**src/rtl/reg_xfer_sequencer_if.sv**
```systemverilog
// Command and register-file port bundle for reg_xfer_sequencer.
// The sequencer uses the slave view; the control unit side uses the master view.
interface reg_xfer_sequencer_if #(
  parameter int unsigned WIDTH = 16,
  parameter int unsigned SEL_W = 3
);
  logic             cmd_valid;
  logic             cmd_ready;
  logic [1:0]       cmd_op;
  logic [SEL_W-1:0] cmd_dst;
  logic [SEL_W-1:0] cmd_src;
  logic [WIDTH-1:0] cmd_imm;
  logic             done;
  logic             err;
  logic             busy;
  logic [SEL_W-1:0] rf_s_in;
  logic [SEL_W-1:0] rf_s_out;
  logic [WIDTH-1:0] rf_d_in;
  logic             rf_write_en;
  logic             rf_out_en;
  logic [WIDTH-1:0] rf_d_out;

  modport slave (
    input  cmd_valid, cmd_op, cmd_dst, cmd_src, cmd_imm, rf_d_out,
    output cmd_ready, done, err, busy,
           rf_s_in, rf_s_out, rf_d_in, rf_write_en, rf_out_en
  );

  modport master (
    output cmd_valid, cmd_op, cmd_dst, cmd_src, cmd_imm, rf_d_out,
    input  cmd_ready, done, err, busy,
           rf_s_in, rf_s_out, rf_d_in, rf_write_en, rf_out_en
  );
endinterface

```
**src/rtl/reg_xfer_sequencer.sv**
```systemverilog
// Register-transfer micro-sequencer: runs MOV/LDI/INC/DEC against the register
// file as a READ cycle (except LDI) followed by a WRITE cycle.
module reg_xfer_sequencer #(
  parameter int unsigned WIDTH    = 16,
  parameter int unsigned SEL_W    = 3,
  parameter int unsigned NUM_REGS = 6
) (
  input  logic                 clk,
  input  logic                 rst_n,
  reg_xfer_sequencer_if.slave  bus
);

  localparam logic [1:0] OP_MOV = 2'b00;
  localparam logic [1:0] OP_LDI = 2'b01;
  localparam logic [1:0] OP_INC = 2'b10;
  localparam logic [1:0] OP_DEC = 2'b11;

  typedef enum logic [1:0] {
    ST_IDLE  = 2'd0,
    ST_READ  = 2'd1,
    ST_WRITE = 2'd2
  } state_t;

  state_t           state;
  logic [1:0]       op_q;
  logic [SEL_W-1:0] dst_q;
  logic             cmd_legal_c;
  logic [WIDTH-1:0] read_val_c;

  // Both selects must name a real register; src only matters for MOV.
  always_comb begin
    cmd_legal_c = (32'(bus.cmd_dst) < NUM_REGS) &&
                  ((bus.cmd_op != OP_MOV) || (32'(bus.cmd_src) < NUM_REGS));
  end

  always_comb begin
    read_val_c = bus.rf_d_out;
    case (op_q)
      OP_INC:  read_val_c = bus.rf_d_out + WIDTH'(1);
      OP_DEC:  read_val_c = bus.rf_d_out - WIDTH'(1);
      default: read_val_c = bus.rf_d_out;
    endcase
  end

  // rf_d_in doubles as the temp register: it is loaded exactly when temp would be.
  always_ff @(posedge clk or negedge rst_n) begin
    if (!rst_n) begin
      state           <= ST_IDLE;
      op_q            <= OP_MOV;
      dst_q           <= '0;
      bus.cmd_ready   <= 1'b1;
      bus.done        <= 1'b0;
      bus.err         <= 1'b0;
      bus.busy        <= 1'b0;
      bus.rf_s_in     <= '0;
      bus.rf_s_out    <= '0;
      bus.rf_d_in     <= '0;
      bus.rf_write_en <= 1'b0;
      bus.rf_out_en   <= 1'b0;
    end else begin
      bus.done <= 1'b0;
      bus.err  <= 1'b0;
      case (state)
        ST_IDLE: begin
          if (bus.cmd_valid) begin
            if (!cmd_legal_c) begin
              bus.err <= 1'b1;
            end else begin
              op_q          <= bus.cmd_op;
              dst_q         <= bus.cmd_dst;
              bus.busy      <= 1'b1;
              bus.cmd_ready <= 1'b0;
              if (bus.cmd_op == OP_LDI) begin
                state           <= ST_WRITE;
                bus.rf_write_en <= 1'b1;
                bus.rf_s_in     <= bus.cmd_dst;
                bus.rf_d_in     <= bus.cmd_imm;
              end else begin
                state         <= ST_READ;
                bus.rf_out_en <= 1'b1;
                bus.rf_s_out  <= (bus.cmd_op == OP_MOV) ? bus.cmd_src : bus.cmd_dst;
              end
            end
          end
        end
        ST_READ: begin
          state           <= ST_WRITE;
          bus.rf_out_en   <= 1'b0;
          bus.rf_write_en <= 1'b1;
          bus.rf_s_in     <= dst_q;
          bus.rf_d_in     <= read_val_c;
        end
        ST_WRITE: begin
          state           <= ST_IDLE;
          bus.rf_write_en <= 1'b0;
          bus.busy        <= 1'b0;
          bus.cmd_ready   <= 1'b1;
          bus.done        <= 1'b1;
        end
        default: begin
          state           <= ST_IDLE;
          bus.rf_write_en <= 1'b0;
          bus.rf_out_en   <= 1'b0;
          bus.busy        <= 1'b0;
          bus.cmd_ready   <= 1'b1;
        end
      endcase
    end
  end

endmodule

```
**src/flat_wrapper.sv**
```systemverilog
// flat-port wrapper written by rule: the top's interface ports become plain ports
module reg_xfer_sequencer_flat 
#(
  parameter int unsigned WIDTH    = 16,
  parameter int unsigned SEL_W    = 3,
  parameter int unsigned NUM_REGS = 6
)
  (clk, rst_n, bus_cmd_valid, bus_cmd_op, bus_cmd_dst, bus_cmd_src, bus_cmd_imm, bus_rf_d_out, bus_cmd_ready, bus_done, bus_err, bus_busy, bus_rf_s_in, bus_rf_s_out, bus_rf_d_in, bus_rf_write_en, bus_rf_out_en);
  reg_xfer_sequencer_if #(.WIDTH(WIDTH), .SEL_W(SEL_W)) bus_i ();
  input  logic clk;
  input  logic rst_n;
  input wire logic [$bits(bus_i.cmd_valid)-1:0] bus_cmd_valid;
  input wire logic [$bits(bus_i.cmd_op)-1:0] bus_cmd_op;
  input wire logic [$bits(bus_i.cmd_dst)-1:0] bus_cmd_dst;
  input wire logic [$bits(bus_i.cmd_src)-1:0] bus_cmd_src;
  input wire logic [$bits(bus_i.cmd_imm)-1:0] bus_cmd_imm;
  input wire logic [$bits(bus_i.rf_d_out)-1:0] bus_rf_d_out;
  output wire logic [$bits(bus_i.cmd_ready)-1:0] bus_cmd_ready;
  output wire logic [$bits(bus_i.done)-1:0] bus_done;
  output wire logic [$bits(bus_i.err)-1:0] bus_err;
  output wire logic [$bits(bus_i.busy)-1:0] bus_busy;
  output wire logic [$bits(bus_i.rf_s_in)-1:0] bus_rf_s_in;
  output wire logic [$bits(bus_i.rf_s_out)-1:0] bus_rf_s_out;
  output wire logic [$bits(bus_i.rf_d_in)-1:0] bus_rf_d_in;
  output wire logic [$bits(bus_i.rf_write_en)-1:0] bus_rf_write_en;
  output wire logic [$bits(bus_i.rf_out_en)-1:0] bus_rf_out_en;
  assign bus_i.cmd_valid = bus_cmd_valid;
  assign bus_i.cmd_op = bus_cmd_op;
  assign bus_i.cmd_dst = bus_cmd_dst;
  assign bus_i.cmd_src = bus_cmd_src;
  assign bus_i.cmd_imm = bus_cmd_imm;
  assign bus_i.rf_d_out = bus_rf_d_out;
  assign bus_cmd_ready = bus_i.cmd_ready;
  assign bus_done = bus_i.done;
  assign bus_err = bus_i.err;
  assign bus_busy = bus_i.busy;
  assign bus_rf_s_in = bus_i.rf_s_in;
  assign bus_rf_s_out = bus_i.rf_s_out;
  assign bus_rf_d_in = bus_i.rf_d_in;
  assign bus_rf_write_en = bus_i.rf_write_en;
  assign bus_rf_out_en = bus_i.rf_out_en;
  reg_xfer_sequencer #(.WIDTH(WIDTH), .SEL_W(SEL_W), .NUM_REGS(NUM_REGS)) u_core (.clk(clk), .rst_n(rst_n), .bus(bus_i));
endmodule
```
**config.mk**
```make
export PLATFORM = sky130hd
export DESIGN_NAME = reg_xfer_sequencer_flat
export DESIGN_NICKNAME = d
export VERILOG_FILES = /design/src/rtl/reg_xfer_sequencer_if.sv /design/src/rtl/reg_xfer_sequencer.sv /design/src/flat_wrapper.sv
export SDC_FILE = /design/constraint.sdc
export NUM_CORES = 1
export LEC_CHECK = 0
export ABC_AREA = 1
export CAP_MARGIN = 20
export CORE_MARGIN = 2
export CORE_UTILIZATION = 50
export DETAILED_ROUTE_END_ITERATION = 16
export MAX_ROUTING_LAYER = met4
export PLACE_DENSITY_LB_ADDON = 0.08
export RECOVER_POWER = 50
export SLEW_MARGIN = 40
export SYNTH_ARGS = -nofsm -noshare
export SYNTH_HDL_FRONTEND = slang
export SYNTH_SLANG_ARGS = --single-unit
```
**constraint.sdc**
```tcl
create_clock -name clk -period 3.5 [get_ports clk]
set_clock_uncertainty 0.2 [all_clocks]
set_input_delay 0.35 -clock clk [delete_from_list [all_inputs] [get_ports clk]]
set_output_delay 0.35 -clock clk [all_outputs]
set_load 0.03 [all_outputs]
```
Word-level counts from Yosys, hierarchy flattened
Index checks and enable logic that the tools add are counted.
{"block": "totals", "regBits": 35, "word_cells": 73, "input_bits": 43}
{"block": "op_classes", "n_mux": 32, "eq_ne": 9, "reduce_logical": 13, "add_sub_neg": 2, "n_lt_le_gt_ge": 2, "bitwise_logic": 3}
{"op": "$pmux 16 s2", "n": 2}
{"op": "$mux 16", "n": 3}
{"op": "$add 16x1->16 const B", "n": 1}
{"op": "$sub 16x1->16 const B", "n": 1}
{"op": "$mux 1", "n": 14}
{"op": "$mux 3", "n": 4}
{"op": "$reduce_and 4->1", "n": 3}
{"op": "$reduce_and 3->1", "n": 3}
{"op": "$pmux 1 s2", "n": 4}
{"op": "$eq 2x2->1 const B", "n": 3}
{"op": "$lt 3x3->1 const B", "n": 2}
{"op": "$mux 2", "n": 3}
{"op": "$pmux 3 s2", "n": 1}
{"op": "$eq 2x1->1 const B", "n": 2}
{"op": "$logic_not 2->1", "n": 2}
{"op": "$ne 2x1->1 const B", "n": 2}
{"op": "$ne 2x2->1 const B", "n": 2}
{"op": "$pmux 2 s2", "n": 1}
{"op": "$reduce_bool 2->1", "n": 2}
{"op": "$not 1->1", "n": 3}
{"op": "$reduce_and 2->1", "n": 1}
{"op": "$logic_and 1x1->1", "n": 1}
{"op": "$logic_or 1x1->1", "n": 1}

Longest topological paths before layout
Gate-level depths: netlist (run 1).
{"block": "logic_depth", "ltp_word": 6, "depth_mapped": 17}

Least setup slack after synthesis (run 1)
No wires, ideal clock.
{"block": "synth_timing", "kind": "reg2reg", "startpoint": "register u_core.op_q[0]", "endpoint": "register u_core.bus.rf_d_in[8] (netlist name)", "setup_ns": 0.123, "path_slack_ns": 1.524, "path_stages_with_launch": 16, "path_buffers": 1, "arrival_ns": 1.653, "required_time_ns": 3.177, "cell_sequence": "dfrtp_1 buf_6 nand3_2 nand2_1 inv_1 ha_1 inv_1 nand2_1 nand2_1 nand3_1 nand2_1 nand2_1 nand2_1 nand2_1 o21ai_1 a21oi_1"}
{"block": "synth_via", "elab_chain_cells": 3}
{"element": "start, declared", "line_no": "reg_xfer_sequencer.sv:25", "text": "logic [1:0] op_q;"}
{"element": "start signal, assigned", "line_no": "reg_xfer_sequencer.sv:69", "text": "op_q <= bus.cmd_op;"}
{"element": "$eq 2x2->1", "line_no": "reg_xfer_sequencer.sv:38", "text": "case (op_q)"}
{"element": "$pmux 16 s2 *", "line_no": "reg_xfer_sequencer.sv:38"}
{"element": "$pmux 16 s2 *", "line_no": "reg_xfer_sequencer.sv:63", "text": "case (state)"}
{"element": "end signal, assigned", "line_no": "reg_xfer_sequencer.sv:77", "text": "bus.rf_d_in <= bus.cmd_imm;"}
{"element": "end signal, assigned", "line_no": "reg_xfer_sequencer.sv:91", "text": "bus.rf_d_in <= read_val_c;"}
{"element": "end, declared", "line_no": "reg_xfer_sequencer_if.sv:26", "text": "rf_s_in, rf_s_out, rf_d_in, rf_write_en, rf_out_en"}
Every way passes the cells marked *; elsewhere a longest branch is shown, timed or not.
A chain may end at the register's enable or synchronous reset.

Worst setup path in the final report (run 1)
{"block": "layout_timing", "startpoint": "input port bus_cmd_op[1]", "endpoint": "register u_core.bus.rf_s_in[0] (netlist name)"}
{"block": "layout_via", "elab_chain_cells": 5}
{"element": "start, declared", "line_no": "flat_wrapper.sv:13", "text": "input wire logic [$bits(bus_i.cmd_op)-1:0] bus_cmd_op;"}
{"element": "$reduce_bool 2->1", "line_no": "reg_xfer_sequencer.sv:33", "text": "((bus.cmd_op != OP_MOV) || (32'(bus.cmd_src) < NUM_REGS));"}
{"element": "$logic_or 1x1->1", "line_no": "reg_xfer_sequencer.sv:33"}
{"element": "$logic_and 1x1->1", "line_no": "reg_xfer_sequencer.sv:32", "text": "cmd_legal_c = (32'(bus.cmd_dst) < NUM_REGS) &&"}
{"element": "$ne 2x1->1 (no source line)"}
{"element": "$reduce_and 4->1 (no source line) *"}
{"element": "end signal, assigned", "line_no": "reg_xfer_sequencer.sv:76", "text": "bus.rf_s_in <= bus.cmd_dst;"}
{"element": "end signal, assigned", "line_no": "reg_xfer_sequencer.sv:90", "text": "bus.rf_s_in <= dst_q;"}
{"element": "end, declared", "line_no": "reg_xfer_sequencer_if.sv:26"}
Marked as above.

==> results of run 1 <==
[power groups by stage]
stage | combinational, mW | clock, mW | sequential, mW
2_1_floorplan | 1.15 | 0 | 1.03
3_3_place_gp | 1.98 | 0 | 0.738
3_5_place_dp | 2.02 | 0 | 0.742
4_1_cts | 2.03 | 0.376 | 0.740
5_1_grt | 2.21 | 0.388 | 0.763
6_report | 2.01 | 0.371 | 0.738
[cells in the final DEF (no fill, tap or decap), types with 2 or more instances in the layout]
cell,synthesis,final
sky130_fd_sc_hd__o21ai_1,2,2
sky130_fd_sc_hd__dfrtp_1,34,34
sky130_fd_sc_hd__inv_2,4,4
sky130_fd_sc_hd__nand2_4,4,4
sky130_fd_sc_hd__nand2_1,92,92
sky130_fd_sc_hd__clkbuf_8,0,6
sky130_fd_sc_hd__nand3_1,35,35
sky130_fd_sc_hd__nand2_2,20,20
sky130_fd_sc_hd__a31oi_1,8,8
sky130_fd_sc_hd__o21ai_0,20,20
sky130_fd_sc_hd__dlygate4sd3_1,0,14
sky130_fd_sc_hd__clkinv_2,2,3
sky130_fd_sc_hd__a21oi_1,51,51
sky130_fd_sc_hd__clkdlybuf4s50_1,0,56
sky130_fd_sc_hd__nand3_2,6,6
sky130_fd_sc_hd__xor2_1,4,4
sky130_fd_sc_hd__mux2_2,3,3
sky130_fd_sc_hd__nor2_1,40,40
sky130_fd_sc_hd__nor2_2,3,3
sky130_fd_sc_hd__and2_1,3,3
sky130_fd_sc_hd__buf_4,1,2
sky130_fd_sc_hd__a21oi_2,3,3
sky130_fd_sc_hd__inv_1,41,41
[final timing paths]
| check | end | cells after the start |
|---|---|---|
| worst min register to register | u_core.bus.done$_DFF_PN0_ | 1 |
| worst max-delay path | u_core.bus.rf_s_in[0]$_DFFE_PN0P_ | 11 |
| worst min-delay path | u_core.bus.done$_DFF_PN0_ | 1 |
| worst max register to register | u_core.bus.rf_d_in[12]$_DFFE_PN0P_ | 15 |
| min in group asynchronous | u_core.bus.rf_d_in[11]$_DFFE_PN0P_ | 2 |
| max in group asynchronous | u_core.bus.rf_s_in[2]$_DFFE_PN0P_ | 2 |
[metrics by stage]
| stage | cells | power, mW | utilization | setup WS (ns) | hold slack (ns) |
|---|---|---|---|---|---|
| 6_report | 533 | 3.12 | 0.684 | 0.899 | 0.270 |
| 5_1_grt | 533 | 3.36 | 0.684 | 0.664 | 0.280 |
| 4_1_cts | 533 | 3.15 | 0.685 | 1.05 | 0.258 |
| 3_5_place_dp | 525 | 2.77 | 0.662 | 0.760 | 0.244 |
| 3_3_place_gp | 525 | 2.71 | 0.662 | 0.901 | 0.249 |
| 2_1_floorplan | 397 | 2.17 | - | 1.52 | -0.146 |
[kinds of logic after synthesis]
kind of cell | after synthesis | synth area share
adder cells (fa/ha/maj) | 1 | 0.00470
buffers and inverters | 62 | 0.102
AND/OR/NAND/NOR | 205 | 0.359
AO/OA/AOI/OAI | 86 | 0.176
XOR/XNOR | 5 | 0.0164
flip-flops | 35 | 0.329
multiplexers | 3 | 0.0127
[final cells by class]
cell class,count,area share
Clock buffer,6,0.0236
Clock inverter,2,0.0100
Inverter,47,0.0512
Multi-Input combinational cell,300,0.433
Sequential cell,35,0.251
Tap cell,70,0.0251
Timing Repair Buffer,73,0.206
[per-layer routing]
layer,routed length [um],vias up,share of wire
met3,469,0,0.063
li1,-,1415,-
met5,0,-,0
met2,3650,111,0.49
met4,0,0,0
met1,3310,1334,0.45
[sequential cells by signal, indices dropped and copies added, names as in the netlist, 2 cells and up]
| name | cells |
|---|---|
| u_core.bus.rf_s_out | 3 |
| u_core.dst_q | 3 |
| u_core.op_q | 2 |
| u_core.bus.rf_s_in | 3 |
| u_core.state | 2 |
| u_core.bus.rf_d_in | 16 |
==> insert_results.sql, run 1 <==
INSERT INTO impl_metrics (metric_group, metric, value, unit) VALUES
('sta', 'rsz_0062_raised_after_global_routing', 'no', ''),
('outcome', 'violated_checks', 'capacitance limit, slew limit', ''),
('cells_and_area', 'multi_input_gate_area_in_the_final_layout', '1510', 'um2'),
('sta', 'tightestPinTransition', '1.85', 'ns'),
('place', 'gp_congestion', '0.898', ''),
('grt', 'grt_use_total', '0.263', ''),
('worst_setup_path', 'critical_path_class', 'primary input to flop', ''),
('routing', 'detail_route.wirelength', '7.43', 'mm'),
('job', 'number_of_max_cap_violations', '1', ''),
('worst_setup_path', 'critical_path.reg2reg.startpoint', 'u_core.op_q[1]$_DFFE_PN0P_', ''),
('power', 'static-leakage-power', '1.68', 'nW'),
('grt', 'grt_start_max_net_pins', '36', ''),
('power', 'power.combinational.fraction', '0.645', ''),
('routing', 'postRouteAntennaNets', '0', ''),
('die', 'die_height', '77.0', 'um'),
('clock_network', 'clk_root_buffer_cell', 'sky130_fd_sc_hd__clkbuf_8', ''),
('grt', 'grt_pass1_vias', '2607', ''),
('die', 'initial_core_util', '0.521', ''),
('routing', 'vias_per_cell', '5.37', ''),
('synthesis', 'synth.top_cells.by_count', 'sky130_fd_sc_hd__nand2_1, sky130_fd_sc_hd__a21oi_1, sky130_fd_sc_hd__inv_1, sky130_fd_sc_hd__nor2_1, sky130_fd_sc_hd__nand3_1', ''),
('worst_setup_path', 'cpLargestDelayFamily', 'simple AND/OR/NAND/NOR gates', ''),
('grt', 'globalRouteOverflowTotal', '0', ''),
('cells_and_area', 'ratio_of_cells_with_drive_above_1_in_the_final_layout', '0.125', ''),
('worst_setup_path', 'crit_path_cell_trace', 'dlygate4sd3_1, nor2_1, nand3_1, nand2_1, nor2_1, nand2_1, nand2_1, nand2_1, inv_2, nor2_1, a31oi_1', ''),
('grt', 'grtUsageMet2', '0.427', ''),
('grt', 'global_route_wire_length_before_repair', '12.3', 'mm'),
('clock_network', 'cts-hold-fix-buffers', '0', ''),
('grt', 'top_usage_layer', 'met2', ''),
('power', 'seq_power_share', '0.236', ''),
('clock_network', 'cts_max_level', '2', ''),
('place', 'detailedPlacementHpwl', '5.59', 'mm'),
('routing', 'drc_errors', '0', ''),
('synthesis', 'synthDominantCellAreaShare', '0.320', ''),
('worst_hold_path', 'hold_start', 'u_core.state[0]$_DFFE_PN0P_', ''),
('power', 'vdd_drop_max', '559', 'uV'),
('outcome', 'outcome', 'finished with violations', ''),
('place', 'dpl-instance-area', '3380', 'um2'),
('power', 'power.density_cell_area', '894', 'nW/um2'),
('power', 'p_int', '1.55', 'mW'),
('routing', 'drt-pass1-iter-count', '5', ''),
('sta', 'timing.final.max_slew_violations', '36', ''),
('clock_network', 'cts-buffers-inserted', '5', ''),
('place', 'buffer_ports.inserted', '70', ''),
('cells_and_area', 'final_design_area_no_fill', '3490', 'um2'),
('worst_setup_path', 'critical_path_arrival', '2.54', 'ns'),
('power', 'power.switching', '1.57', 'mW'),
('die', 'ioPinCount', '71', ''),
('power', 'power.share.switching', '0.503', ''),
('cells_and_area', 'synthesis_to_finish_area_growth', '31.2', '%'),
('die', 'std_cell_rows', '26', ''),
('worst_setup_path', 'critical_path.n_buffers_inverters', '2', ''),
('worst_setup_path', 'critPathMostFrequentCell', 'sky130_fd_sc_hd__nand2_1', ''),
('clock_network', 'worstSkewPairLatency', '0.28', 'ns'),
('sta', 'final.setup.tns', '0', 'ns'),
('worst_setup_path', 'critical_path.max_fanout', '25', ''),
('clock_network', 'clk_pin_slew', '0.07', 'ns'),
('worst_setup_path', 'cp_capture_type', 'flop', ''),
('synthesis', 'async_reset_ff_frac', '1.00', ''),
('synthesis', 'synthesized_area_divided_by_synthesized_cell_count', '6.71', 'um2'),
('synthesis', 'ys.warnings.count', '0', ''),
('sta', 'share_of_the_cycle_needed_by_the_critical_path_after_routing', '0.743', ''),
('sta', 'hold_viol', '0', ''),
('clock_network', 'post_cts.resized_instances', '0', ''),
('routing', 'drt-wirelength-per-cell', '13.9', 'um'),
('synthesis', 'netlist_area', '2660', 'um2'),
('worst_setup_path', 'crit_start', 'bus_cmd_op[1]', ''),
('die', 'die_outline_width', '77.0', 'um'),
('routing', 'total_via_count_after_detailed_routing', '2860', ''),
('grt', 'grt_use_met3', '0.0435', ''),
('worst_setup_path', 'regToRegSetupSlack', '1.14', 'ns'),
('sta', 'finalCriticalPeriod', '2.60', 'ns');
Power figures use the tool's default switching activity.
==> run 2: changes to the inputs <==
Settings changed: CORE_UTILIZATION 50 to 49.
Clock period 3.5 ns to 2.6 ns, I/O delays scaled along.
==> run 2 against run 1 <==
Net effect:
- the run now ends clean
- setup slack got worse by 0.57 ns
- critical path depth is 2 lower
- final area up 0.82%
==> insert_results.sql, run 2 (same netlist as run 1, synthesis figures left out) <==
INSERT INTO impl_metrics (metric_group, metric, value, unit) VALUES
('worst_setup_path', 'critical_path_class', 'primary input to flop', ''),
('worst_setup_path', 'worstRegToRegCells', '13', ''),
('clock_network', 'clock_path_buffers', '2', ''),
('clock_network', 'cts_max_level', '2', ''),
('worst_setup_path', 'critical_path.max_fanout', '11', ''),
('routing', 'vias_per_cell', '5.20', ''),
('power', 'vdd_drop_max', '658', 'uV'),
('cells_and_area', 'layout.filler_cells', '456', ''),
('grt', 'grt_antenna_before_repair', '0', ''),
('grt', 'grt_pass1_vias', '2494', ''),
('cells_and_area', 'layout.cells.most_common', 'sky130_fd_sc_hd__nand2_1', ''),
('cells_and_area', 'nNetsFinal', '512', ''),
('die', 'initial_core_util', '0.515', ''),
('worst_setup_path', 'cpLargestDelayFamily', 'simple AND/OR/NAND/NOR gates', ''),
('cells_and_area', 'area.sequential', '877', 'um2'),
('power', 'totalPowerFinal', '4.18', 'mW'),
('sta', 'hold_viol', '0', ''),
('routing', 'postRouteAntennaNets', '0', ''),
('cells_and_area', 'max_ffs_per_register', '16', ''),
('routing', 'detail_route.wirelength', '7.31', 'mm'),
('place', 'buffer_ports.inserted', '70', ''),
('clock_network', 'clk_pin_slew', '0.07', 'ns'),
('grt', 'globalRouteOverflowTotal', '0', ''),
('worst_hold_path', 'min-delay-path-class', 'flop to flop', ''),
('worst_setup_path', 'critical_path.reg2reg.startpoint', 'u_core.op_q[0]$_DFFE_PN0P_', ''),
('cells_and_area', 'multi_input_gate_area_in_the_final_layout', '1510', 'um2'),
('routing', 'drc_errors', '0', ''),
('sta', 'share_of_the_cycle_needed_by_the_critical_path_after_routing', '0.874', ''),
('sta', 'tightestPinTransition', '0.846', 'ns'),
('sta', 'timing.final.setup_violations', '0', ''),
('worst_setup_path', 'max_stage_delay', '0.64', 'ns'),
('routing', 'drt-pass1-iter-count', '4', ''),
('worst_setup_path', 'critical_path_arrival', '2.29', 'ns'),
('power', 'power.density_cell_area', '1190', 'nW/um2'),
('worst_setup_path', 'cp_data_required_time', '2.62', 'ns'),
('cells_and_area', 'antennaDiodeCount', '0', ''),
('sta', 'timing.final.max_slew_violations', '0', ''),
('clock_network', 'clk_root_buffer_cell', 'sky130_fd_sc_hd__clkbuf_8', ''),
('worst_setup_path', 'critical_path.n_buffers_inverters', '1', ''),
('die', 'coreArea', '5170', 'um2'),
('clock_network', 'worstSkewPairLatency', '0.29', 'ns'),
('die', 'die_height', '77.7', 'um'),
('worst_setup_path', 'critPathCapture', 'u_core.bus.rf_s_out[1]$_DFFE_PN0P_', ''),
('clock_network', 'post_cts.resized_instances', '0', ''),
('sta', 'final.setup.tns', '0', 'ns'),
('worst_setup_path', 'crit_start', 'bus_cmd_op[1]', ''),
('die', 'std_cell_rows', '26', ''),
('sta', 'fmax', '440', 'MHz'),
('worst_setup_path', 'cp_capture_type', 'flop', ''),
('worst_setup_path', 'critPathMostFrequentCell', 'sky130_fd_sc_hd__nor2_1', ''),
('place', 'gp_congestion', '0.993', ''),
('sta', 'slew_headroom', '0.436', ''),
('die', 'die_outline_width', '77.7', 'um'),
('routing', 'total_via_count_after_detailed_routing', '2804', ''),
('cells_and_area', 'mostFrequentLayoutCells', 'sky130_fd_sc_hd__nand2_1, sky130_fd_sc_hd__clkdlybuf4s50_1, sky130_fd_sc_hd__a21oi_1', ''),
('routing', 'first_iter_violations', '144', ''),
('die', 'ioPinCount', '71', ''),
('worst_setup_path', 'crit_path_cell_trace', 'dlygate4sd3_1, nor2_1, nand3_1, nand2_1, nor2_1, nand2_1, nor2_1, nor2_1, a31oi_1', ''),
('grt', 'grt_use_total', '0.253', ''),
('grt', 'grt_start_max_net_pins', '36', ''),
('worst_setup_path', 'logic_depth_of_the_worst_setup_path_including_buffers', '9', ''),
('sta', 'finalCriticalPeriod', '2.27', 'ns'),
('clock_network', 'cts.sinks', '35', ''),
('sta', 'rsz_0062_raised_after_global_routing', 'no', ''),
('clock_network', 'post_cts_buffers', '0', ''),
('worst_setup_path', 'critical_register_to_register_path_endpoint', 'u_core.bus.rf_d_in[6]$_DFFE_PN0P_', ''),
('worst_setup_path', 'regToRegSetupSlack', '0.33', 'ns'),
('place', 'detailedPlacementHpwl', '5.63', 'mm'),
('clock_network', 'cts_tree', 'yes', ''),
('grt', 'global_route_wire_length_before_repair', '11.8', 'mm'),
('worst_setup_path', 'startpoint_type', 'primary input', ''),
('die', 'die_area', '6040', 'um2'),
('worst_setup_path', 'cp_slowest_cell', 'sky130_fd_sc_hd__dlygate4sd3_1', ''),
('cells_and_area', 'largest-register', 'u_core.bus.rf_d_in', ''),
('routing', 'drt-wirelength-per-cell', '13.6', 'um'),
('clock_network', 'cts-buffers-inserted', '5', ''),
('outcome', 'outcome', 'complete, no violations', ''),
('cells_and_area', 'synthesis_to_finish_area_growth', '32.3', '%'),
('job', 'number_of_max_cap_violations', '0', ''),
('power', 'static-leakage-power', '1.70', 'nW'),
('cells_and_area', 'ratio_of_cells_with_drive_above_1_in_the_final_layout', '0.136', ''),
('clock_network', 'cts-hold-fix-buffers', '0', '');
## run 2: cell types whose count changed in the layout (fill, tap and decap cells not counted), sizes merged
cell,delta
buf,+6
bufinv,-1
clkbuf,+2
clkinv,-1
## run 2: per-layer routing
| layer | global-route usage | wire length [um] | up-vias | share of wire |
|---|---|---|---|---|
| li1 | - | - | 1428 | - |
| met1 | 0.343 | 3390 | 1292 | 0.46 |
| met2 | 0.400 | 3440 | 75 | 0.47 |
| met3 | 0.0419 | 390 | 9 | 0.053 |
| met4 | 0.0536 | 92 | 0 | 0.013 |
| met5 | - | 0 | - | 0 |
## run 2: worst reg2reg max path: stages, from the launching register on
cell                      delay (ns)
sky130_fd_sc_hd__dfrtp_1        0.50
sky130_fd_sc_hd__nand2_4        0.25
sky130_fd_sc_hd__nand2_2        0.08
sky130_fd_sc_hd__nand2_1        0.06
sky130_fd_sc_hd__inv_1          0.04
sky130_fd_sc_hd__ha_1           0.16
sky130_fd_sc_hd__inv_1          0.05
sky130_fd_sc_hd__nand2_1        0.08
sky130_fd_sc_hd__nand3_1        0.11
sky130_fd_sc_hd__nand3_2        0.11
sky130_fd_sc_hd__nand3_1        0.11
sky130_fd_sc_hd__nand2_1        0.05
sky130_fd_sc_hd__o21ai_0        0.23
sky130_fd_sc_hd__a21oi_1        0.11
## run 2: worst min path at each step
| stage | startpoint | endpoint | slack [ns] | cells after the start |
|---|---|---|---|---|
| 3_5_place_dp | u_core.state[0]$_DFFE_PN0P_ | u_core.bus.done$_DFF_PN0_ | 0.24 | 1 |
| 6_report | u_core.state[0]$_DFFE_PN0P_ | u_core.bus.done$_DFF_PN0_ | 0.26 | 1 |
| 5_1_grt | u_core.state[0]$_DFFE_PN0P_ | u_core.bus.done$_DFF_PN0_ | 0.29 | 1 |
| 2_1_floorplan | rst_n | u_core.bus.busy$_DFFE_PN0P_ | -0.24 | 0 |
| 3_3_place_gp | u_core.state[0]$_DFFE_PN0P_ | u_core.bus.done$_DFF_PN0_ | 0.25 | 1 |
| 4_1_cts | rst_n | u_core.bus.done$_DFF_PN0_ | 0.19 | 2 |
## run 2: stage by stage
step | worst slack [ns] | instance area, um2 | util | cells | hold slack [ns]
3_5_place_dp | 0.115 | 3420 | 0.662 | 531 | 0.244
4_1_cts | 0.357 | 3520 | 0.681 | 539 | 0.188
2_1_floorplan | 0.624 | 2660 | - | 397 | -0.236
3_3_place_gp | 0.235 | 3420 | 0.662 | 531 | 0.249
6_report | 0.328 | 3520 | 0.681 | 539 | 0.255
5_1_grt | 0.165 | 3520 | 0.681 | 539 | 0.288
## run 2: cell type report
| type | count | area share |
|---|---|---|
| multi-input combinational | 300 | 0.429 |
| clock buffer | 8 | 0.0284 |
| sequential | 35 | 0.249 |
| tap | 70 | 0.0249 |
| timing repair buffer | 79 | 0.217 |
| inverter | 47 | 0.0508 |
## run 2: report_power, final
part | internal (mW) | leakage, nW | switching, mW
Sequential | 0.816 | 0.400 | 0.174
Combinational | 1.02 | 1.24 | 1.75
Clock | 0.242 | 0.0515 | 0.192
==> run 3: changes to the inputs <==
Settings changed: HOLD_SLACK_MARGIN from default to 0.05.
==> results of run 3 <==
Final layout, timing and power as in run 2 (identical DEF).
